### src/rtl/uart_demux.sv
// ---------------------------------------------------------------------------
// uart_demux
//
// Reassembles 16-bit words {tag[3:0], payload[11:0]} from a UART byte stream.
// The high byte arrives first. Each word writes one shadow register, chosen
// by its tag. A MATCH_CTRL word (tag 7) commits every shadow register, plus
// its own decoded score and flag fields, to the outputs in a single cycle.
// The commit is marked by a one-cycle frame_valid pulse.
//
// Tags: 1 PL1_POSX, 2 PL1_POSY, 3 PL2_POSX, 4 PL2_POSY, 5 BALL_POSX,
//       6 BALL_POSY, 7 MATCH_CTRL. Tag 0 and tags 8..15 are invalid.
//       A high byte carrying an invalid tag is dropped and counted.
//
// Optional feature, controlled by the macro UART_DEMUX_TIMEOUT_EN:
//   When the macro is defined, a partial word is abandoned (and counted as
//   an error) if the low byte has not arrived within TIMEOUT_CYCLES idle
//   cycles. When the macro is undefined, the block waits for the low byte
//   indefinitely and TIMEOUT_CYCLES has no effect.
//
// Ports:
//   clk          in   system clock, rising edge
//   rst          in   synchronous active-high reset
//   rx_data[7:0] in   byte from the UART receiver
//   rx_valid     in   one-cycle strobe qualifying rx_data
//   pl1_posx, pl1_posy, pl2_posx, pl2_posy,
//   ball_posx, ball_posy [11:0]  out  committed positions
//   pl1_score, pl2_score [3:0]   out  committed scores
//   flag_point, end_game         out  committed match flags
//   frame_valid                  out  one-cycle pulse per MATCH_CTRL commit
//   err_cnt[7:0]                 out  saturating count of discarded bytes/words
// ---------------------------------------------------------------------------
module uart_demux #(
  parameter int unsigned TIMEOUT_CYCLES = 100000
) (
  input  logic        clk,
  input  logic        rst,
  input  logic [7:0]  rx_data,
  input  logic        rx_valid,
  output logic [11:0] pl1_posx,
  output logic [11:0] pl1_posy,
  output logic [11:0] pl2_posx,
  output logic [11:0] pl2_posy,
  output logic [11:0] ball_posx,
  output logic [11:0] ball_posy,
  output logic [3:0]  pl1_score,
  output logic [3:0]  pl2_score,
  output logic        flag_point,
  output logic        end_game,
  output logic        frame_valid,
  output logic [7:0]  err_cnt
);

  typedef enum logic {
    WAIT_HI = 1'b0,
    WAIT_LO = 1'b1
  } state_t;

  localparam logic [3:0] TAG_PL1_POSX  = 4'd1;
  localparam logic [3:0] TAG_PL1_POSY  = 4'd2;
  localparam logic [3:0] TAG_PL2_POSX  = 4'd3;
  localparam logic [3:0] TAG_PL2_POSY  = 4'd4;
  localparam logic [3:0] TAG_BALL_POSX = 4'd5;
  localparam logic [3:0] TAG_BALL_POSY = 4'd6;
  localparam logic [3:0] TAG_MATCH     = 4'd7;

  state_t      state;
  logic [7:0]  hi_byte;
  logic [11:0] sh_pl1_posx;
  logic [11:0] sh_pl1_posy;
  logic [11:0] sh_pl2_posx;
  logic [11:0] sh_pl2_posy;
  logic [11:0] sh_ball_posx;
  logic [11:0] sh_ball_posy;

  logic        tag_ok;
  logic [11:0] payload;
  logic [7:0]  err_next;

  // A tag is valid when it lies in 1..7, meaning it is nonzero and its MSB is clear.
  // The payload joins the latched high nibble to the low byte arriving now.
  // err_next holds the saturated increment, so err_cnt stays at 255 instead of wrapping.
  always_comb begin
    tag_ok   = (rx_data[7:4] != 4'd0) && !rx_data[7];
    payload  = {hi_byte[3:0], rx_data};
    err_next = (err_cnt == 8'hFF) ? err_cnt : err_cnt + 8'd1;
  end

`ifdef UART_DEMUX_TIMEOUT_EN
  localparam int unsigned CNT_W = (TIMEOUT_CYCLES > 1) ? $clog2(TIMEOUT_CYCLES) : 1;
  localparam logic [CNT_W-1:0] CNT_LAST = CNT_W'(TIMEOUT_CYCLES - 1);
  logic [CNT_W-1:0] to_cnt;
`else
  // The parameter is kept so that both builds share one interface.
  if (TIMEOUT_CYCLES == 0) begin : g_timeout_unused
  end
`endif

  // Word assembler FSM. It also owns the shadow registers, the committed
  // outputs and the error counter, so a MATCH_CTRL word updates all of
  // them on a single edge. rst wins over a coincident rx_valid.
  always_ff @(posedge clk) begin
    if (rst) begin
      state        <= WAIT_HI;
      hi_byte      <= 8'd0;
      sh_pl1_posx  <= 12'd0;
      sh_pl1_posy  <= 12'd0;
      sh_pl2_posx  <= 12'd0;
      sh_pl2_posy  <= 12'd0;
      sh_ball_posx <= 12'd0;
      sh_ball_posy <= 12'd0;
      pl1_posx     <= 12'd0;
      pl1_posy     <= 12'd0;
      pl2_posx     <= 12'd0;
      pl2_posy     <= 12'd0;
      ball_posx    <= 12'd0;
      ball_posy    <= 12'd0;
      pl1_score    <= 4'd0;
      pl2_score    <= 4'd0;
      flag_point   <= 1'b0;
      end_game     <= 1'b0;
      frame_valid  <= 1'b0;
      err_cnt      <= 8'd0;
`ifdef UART_DEMUX_TIMEOUT_EN
      to_cnt       <= '0;
`endif
    end else begin
      frame_valid <= 1'b0;
      case (state)
        WAIT_HI: begin
          if (rx_valid) begin
            if (tag_ok) begin
              hi_byte <= rx_data;
              state   <= WAIT_LO;
`ifdef UART_DEMUX_TIMEOUT_EN
              to_cnt  <= '0;
`endif
            end else begin
              err_cnt <= err_next;
            end
          end
        end
        WAIT_LO: begin
          if (rx_valid) begin
            state <= WAIT_HI;
            case (hi_byte[7:4])
              TAG_PL1_POSX:  sh_pl1_posx  <= payload;
              TAG_PL1_POSY:  sh_pl1_posy  <= payload;
              TAG_PL2_POSX:  sh_pl2_posx  <= payload;
              TAG_PL2_POSY:  sh_pl2_posy  <= payload;
              TAG_BALL_POSX: sh_ball_posx <= payload;
              TAG_BALL_POSY: sh_ball_posy <= payload;
              TAG_MATCH: begin
                pl1_posx    <= sh_pl1_posx;
                pl1_posy    <= sh_pl1_posy;
                pl2_posx    <= sh_pl2_posx;
                pl2_posy    <= sh_pl2_posy;
                ball_posx   <= sh_ball_posx;
                ball_posy   <= sh_ball_posy;
                end_game    <= payload[9];
                flag_point  <= payload[8];
                pl2_score   <= payload[7:4];
                pl1_score   <= payload[3:0];
                frame_valid <= 1'b1;
              end
              default: ;
            endcase
          end
`ifdef UART_DEMUX_TIMEOUT_EN
          // The timeout fires on the idle cycle that would bring the count
          // to TIMEOUT_CYCLES. A byte arriving on that cycle still counts
          // as the low byte, because the rx_valid branch above takes precedence.
          else if (to_cnt == CNT_LAST) begin
            state   <= WAIT_HI;
            err_cnt <= err_next;
          end else begin
            to_cnt <= to_cnt + 1'b1;
          end
`endif
        end
        default: state <= WAIT_HI;
      endcase
    end
  end

endmodule

### config.mk
export PLATFORM = sky130hd
export DESIGN_NAME = uart_demux
export DESIGN_NICKNAME = d
export VERILOG_FILES = /design/src/rtl/uart_demux.sv
export SDC_FILE = /design/constraint.sdc
export NUM_CORES = 1
export LEC_CHECK = 0
export BUFFER_PORTS_ARGS = -buffer_cell sky130_fd_sc_hd__buf_2
export CAP_MARGIN = 20
export CORE_MARGIN = 2
export CORE_UTILIZATION = 43
export DETAILED_ROUTE_END_ITERATION = 16
export GPL_ROUTABILITY_DRIVEN = 0
export SYNTH_ARGS = -nofsm -noshare
export SYNTH_HDL_FRONTEND = slang
export SYNTH_SLANG_ARGS = --single-unit
### constraint.sdc
create_clock -name clk -period 3.3 [get_ports clk]
set_clock_uncertainty 0.2 [all_clocks]
set_input_delay 0.495 -clock clk [delete_from_list [all_inputs] [get_ports clk]]
set_output_delay 0.495 -clock clk [all_outputs]
set_load 0.01 [all_outputs]
Yosys cells after proc, flatten, opt, wreduce, memory -nomap -nowiden
Cells that the tools add are included.
{"block": "classes", "add_sub_neg": 1, "mul": 0, "div_mod_pow": 0, "order_cmp": 0, "eq_ne": 8, "shift": 0, "mux": 5, "n_bitwise": 4, "n_reduce_logical": 13}
{"cell": "$reduce_and 3->1", "count": 8}
{"cell": "$eq 4x3->1 const B", "count": 4}
{"cell": "$add 8x1->8 const B", "count": 1}
{"cell": "$eq 4x2->1 const B", "count": 2}
{"cell": "$eq 8x8->1 const B", "count": 1}
{"cell": "$eq 4x1->1 const B", "count": 1}
{"cell": "$mux 1", "count": 4}
{"cell": "$not 1->1", "count": 4}
{"cell": "$reduce_and 4->1", "count": 1}
{"cell": "$reduce_bool 4->1", "count": 1}
{"cell": "$reduce_or 3->1", "count": 1}
{"cell": "$pmux 1 s2", "count": 1}
{"cell": "$logic_and 1x1->1", "count": 1}
{"cell": "$logic_not 1->1", "count": 1}
{"block": "totals", "reg_bits": 172, "latchBits": 0, "ramBits": 0, "mem_bits_ro": 0, "inputBits": 11, "output_inout_bits": 91, "wordCells": 51, "memories": 0}

Depth between registers and ports, before layout
{"block": "logic_depth", "word_depth": 5, "depth_mapped": 6, "depth_no_buf": 5}

Worst setup path after synthesis
No wires, ideal clock.
{"block": "synth_path", "path_type": "input to register", "startpoint": "input rx_data[4]", "endpoint": "register err_cnt[5]", "setup_time_ps": 121, "arrival_time_ps": 1606, "required_ps": 2979, "setup_slack_ps": 1374, "stages": 5, "path_buffers": 1, "cell_sequence": "buf_4 -> nor3_4 -> o21ai_2 -> nor4_1 -> mux2_2"}
{"block": "synth_via", "elab_chain_cells": 4}
{"element": "from (decl)", "line_no": "37", "source": "input logic [7:0] rx_data,"}
{"element": "$reduce_bool 4->1", "line_no": "83", "source": "tag_ok = (rx_data[7:4] != 4'd0) && !rx_data[7];"}
{"element": "$logic_and 1x1->1", "line_no": "83"}
{"element": "$not 1->1 (no source line)"}
{"element": "$reduce_and 4->1 (no source line)"}
{"element": "to (signal assigned)", "line_no": "138", "source": "err_cnt <= err_next;"}
{"element": "to (decl)", "line_no": "50", "source": "output logic [7:0] err_cnt"}
No other way between the ends.
A chain may end at the register's enable or synchronous reset.

Final worst setup path
{"block": "layout_path", "startpoint": "register state", "endpoint": "register pl1_posx[9]"}
{"block": "layout_via", "elab_chain_cells": 1}
{"element": "from (decl)", "line_no": "66", "source": "state_t state;"}
{"element": "from (signal assigned)", "line_no": "103", "source": "state <= WAIT_HI;"}
{"element": "from (signal assigned)", "line_no": "133", "source": "state <= WAIT_LO;"}
{"element": "from (signal assigned)", "line_no": "144", "source": "state <= WAIT_HI;"}
{"element": "$reduce_and 3->1 (no source line)"}
{"element": "to (signal assigned)", "line_no": "153", "source": "pl1_posx <= sh_pl1_posx;"}
{"element": "to (decl)", "line_no": "39", "source": "output logic [11:0] pl1_posx,"}
No other way between the ends.

==> flow_summary.toml <==
[outcome]
status = "finished, final reports clean"

[sta]
fin_crit_ps = 2160
fin_setup_tns_ps = 0
timing.final.crit_share = 0.655
rsz0062_at_grt = "false"
setup_viol = 0
holdWs_ps = 241
worst_slack_ps = 1140
max_slew_margin = 0.382
maxSlewViolCount = 0
finalHoldViolations = 0
max_freq_mhz = 463
max_slew.worst_pin.slew_ps = 927

[setup_path]
timing.critical_path.to_type = "flop"
reg2reg_from = "state$_SDFF_PP0_"
cp_data_arrival_time_ps = 2310
rr_endpoint = "pl1_posx[9]$_SDFFE_PP0P_"
setup.worst_path.start = "state$_SDFF_PP0_"
endpoint = "pl1_posx[9]$_SDFFE_PP0P_"
required_ps = 3450
crit_type = "reg2reg"
cp-start-kind = "flop"
path_max_fanout = 29
ff2ff_setup_slack_ps = 1140
r2r_cells = 5

[logic_synthesis]
yosys_register_bits = 172
synth_edf_count = 0
postSynthAreaPerCell_um2 = 8.97
yosys_warnings = 0
synth_top_flop_cell = "dfxtp_1"
synth_nets = 711
seq_area_frac_synth = 0.549
synth.distinct_cells = 39
netlist_instances = 699
async_flop_share = 0
syn_area_um2 = 6270

[power]
seqPwrFrac = 0.498
pwr-share-comb = 0.023
p_clk_frac = 0.479
p_leak_nw = 2.98
p_int_mw = 3.34
peakVddDrop_uv = 338
total_power_mw = 4.21
swShare = 0.208
switching_power_uw = 878
power.density_nw_per_um2 = 571

[clock_network]
cts_setup_buffers = 0
cts-root-buf = "clkbuf_16"
cts_hold_buf = 0
worstSkewPairLatency_ps = 420
path_clk_slew_ps = 60
cts_sinks = 172
clockBufferDepth = 2
cts_resized = 0
numCtsBuffers = 17
cts_tree = "done"
htreeDepth = 4

[placed_design]
place_ws_ps = 970
portBuffers = 101
placed_cell_area_um2 = 6770
dpl.hpwl_mm = 9.12

[worst_hold_path]
min_path_type = "in2reg"

[grt]
grt_pass1_vias = 4693
grt_max_degree = 84
grt_pass1_wl_mm = 23.7
grt_use_total = 0.188
overflow = 0
antenna_found_initial = 0

[layout]
num-nets-final = 783
final_area_um2 = 7380
drive_gt1_frac = 0.188
diodes = 0
syn_to_final_growth_pct = 17.6

[detailed_routing]
drt-pass1-iter-count = 4
dr_total_vias = 4833
drc_errors = 0
drtAntennaViolNets = 0
viasPerCell = 4.99
drt_iter0_drc = 330
postRouteWirelength_mm = 14.3
post_drt_wl_per_cell_um = 14.7

[die]
die_w_um = 125
start_util = 0.437
row_count = 44
die-area_um2 = 15600
ios = 102
coreArea_um2 = 14400
die-height_um = 125

[job]
maxCapViolCount = 0
[worst min-delay path by stage]
stage	startpoint	end	slack [ps]	cells after the start
2_1_floorplan	sh_ball_posx[0]$_SDFFE_PP0P_	ball_posx[0]$_SDFFE_PP0P_	230	2
3_3_place_gp	sh_ball_posy[0]$_SDFFE_PP0P_	ball_posy[0]$_SDFFE_PP0P_	230	2
3_5_place_dp	pl2_posx[8]$_SDFFE_PP0P_	pl2_posx[8]$_SDFFE_PP0P_	240	2
4_1_cts	rx_data[0]	sh_pl2_posy[0]$_SDFFE_PP0P_	220	3
5_1_grt	rx_data[3]	sh_pl2_posy[3]$_SDFFE_PP0P_	250	3
6_report	rx_data[0]	pl1_score[0]$_SDFFE_PP0P_	240	3
[cell type report]
| class | instances | area, um2 |
|---|---|---|
| Clock buffer | 21 | 460 |
| Inverter | 3 | 11.3 |
| Sequential cell | 172 | 3440 |
| Clock inverter | 11 | 143 |
| Fill cell | 1344 | 6990 |
| Multi-Input combinational cell | 470 | 2520 |
| Timing Repair Buffer | 107 | 566 |
| Tap cell | 184 | 230 |
[critical path: stages (launching register included)]
cell and delay [ps]:
dfxtp_1 470, nand4b_4 220, nor2_4 570, buf_4 400, nand2_1 100, a21oi_1 130
[cells in the mapped netlist, types with 3 or more instances]
cell type,count,share of area
nand3_1,4,0.0032
inv_1,3,0.0018
mux2i_1,68,0.11
dfxtp_1,172,0.55
buf_2,17,0.014
nand2_1,192,0.11
clkbuf_1,25,0.015
or4_1,3,0.0036
nor2_1,72,0.043
a21oi_1,99,0.079
buf_6,9,0.016
[layout by cell type, fill, tap and decap left out, drive strengths merged, types with 3 or more instances in the layout]
cell and n:
mux2i 68, a21oi 99, clkbuf 21, bufinv 3, nor3b 3, inv 3
nand3 4, nand2 192, or4 3, buf 107, nor2 73, dfxtp 172
clkinv 6
[state kept, by name, summed over array words and instances (netlist names)]
register,count
state,1
sh_ball_posx,12
ball_posx,12
pl1_posy,12
hi_byte,8
pl1_posx,12
sh_pl1_posx,12
sh_pl2_posy,12
flag_point,1
sh_pl1_posy,12
sh_ball_posy,12
ball_posy,12
end_game,1
pl2_posx,12
pl1_score,4
pl2_score,4
sh_pl2_posx,12
err_cnt,8
pl2_posy,12
frame_valid,1
[cells by family (layout without fill, tap and decap cells)]
family | Yosys count | count (layout) | synth area share
buffers and inverters | 57 | 142 | 0.0495
adders and majority gates | 1 | 1 | 0.00199
DFF | 172 | 172 | 0.549
AOI/OAI and AO/OA | 108 | 108 | 0.0905
muxes | 69 | 69 | 0.110
and+or+nand+nor | 292 | 292 | 0.199
[routing by layer]
metal  global-route usage  wire length, um  share of wire  vias to the layer above
met5                    0                0              0                        -
met4               0.0661              259          0.018                        0
met3               0.0447              578          0.040                       25
met2                0.289             6470           0.45                      100
met1                0.260             6970           0.49                     2265
li1                     -                -              -                     2443
[per-stage QoR]
stage	utilization	std cells
2_1_floorplan	-	699
6_report	0.513	968
4_1_cts	0.513	968
3_5_place_dp	0.471	936
3_3_place_gp	0.471	936
5_1_grt	0.513	968
[power by group through the flow]
stage	Combinational, mW	Sequential, mW	Clock, mW
floorplan	0.0706	2.14	0
global placement	0.0966	2.14	0
detailed placement	0.0988	2.14	0
CTS	0.0991	2.10	2.06
global route	0.107	2.10	2.15
finish	0.0982	2.10	2.02
Power figures use the tool's default switching activity.
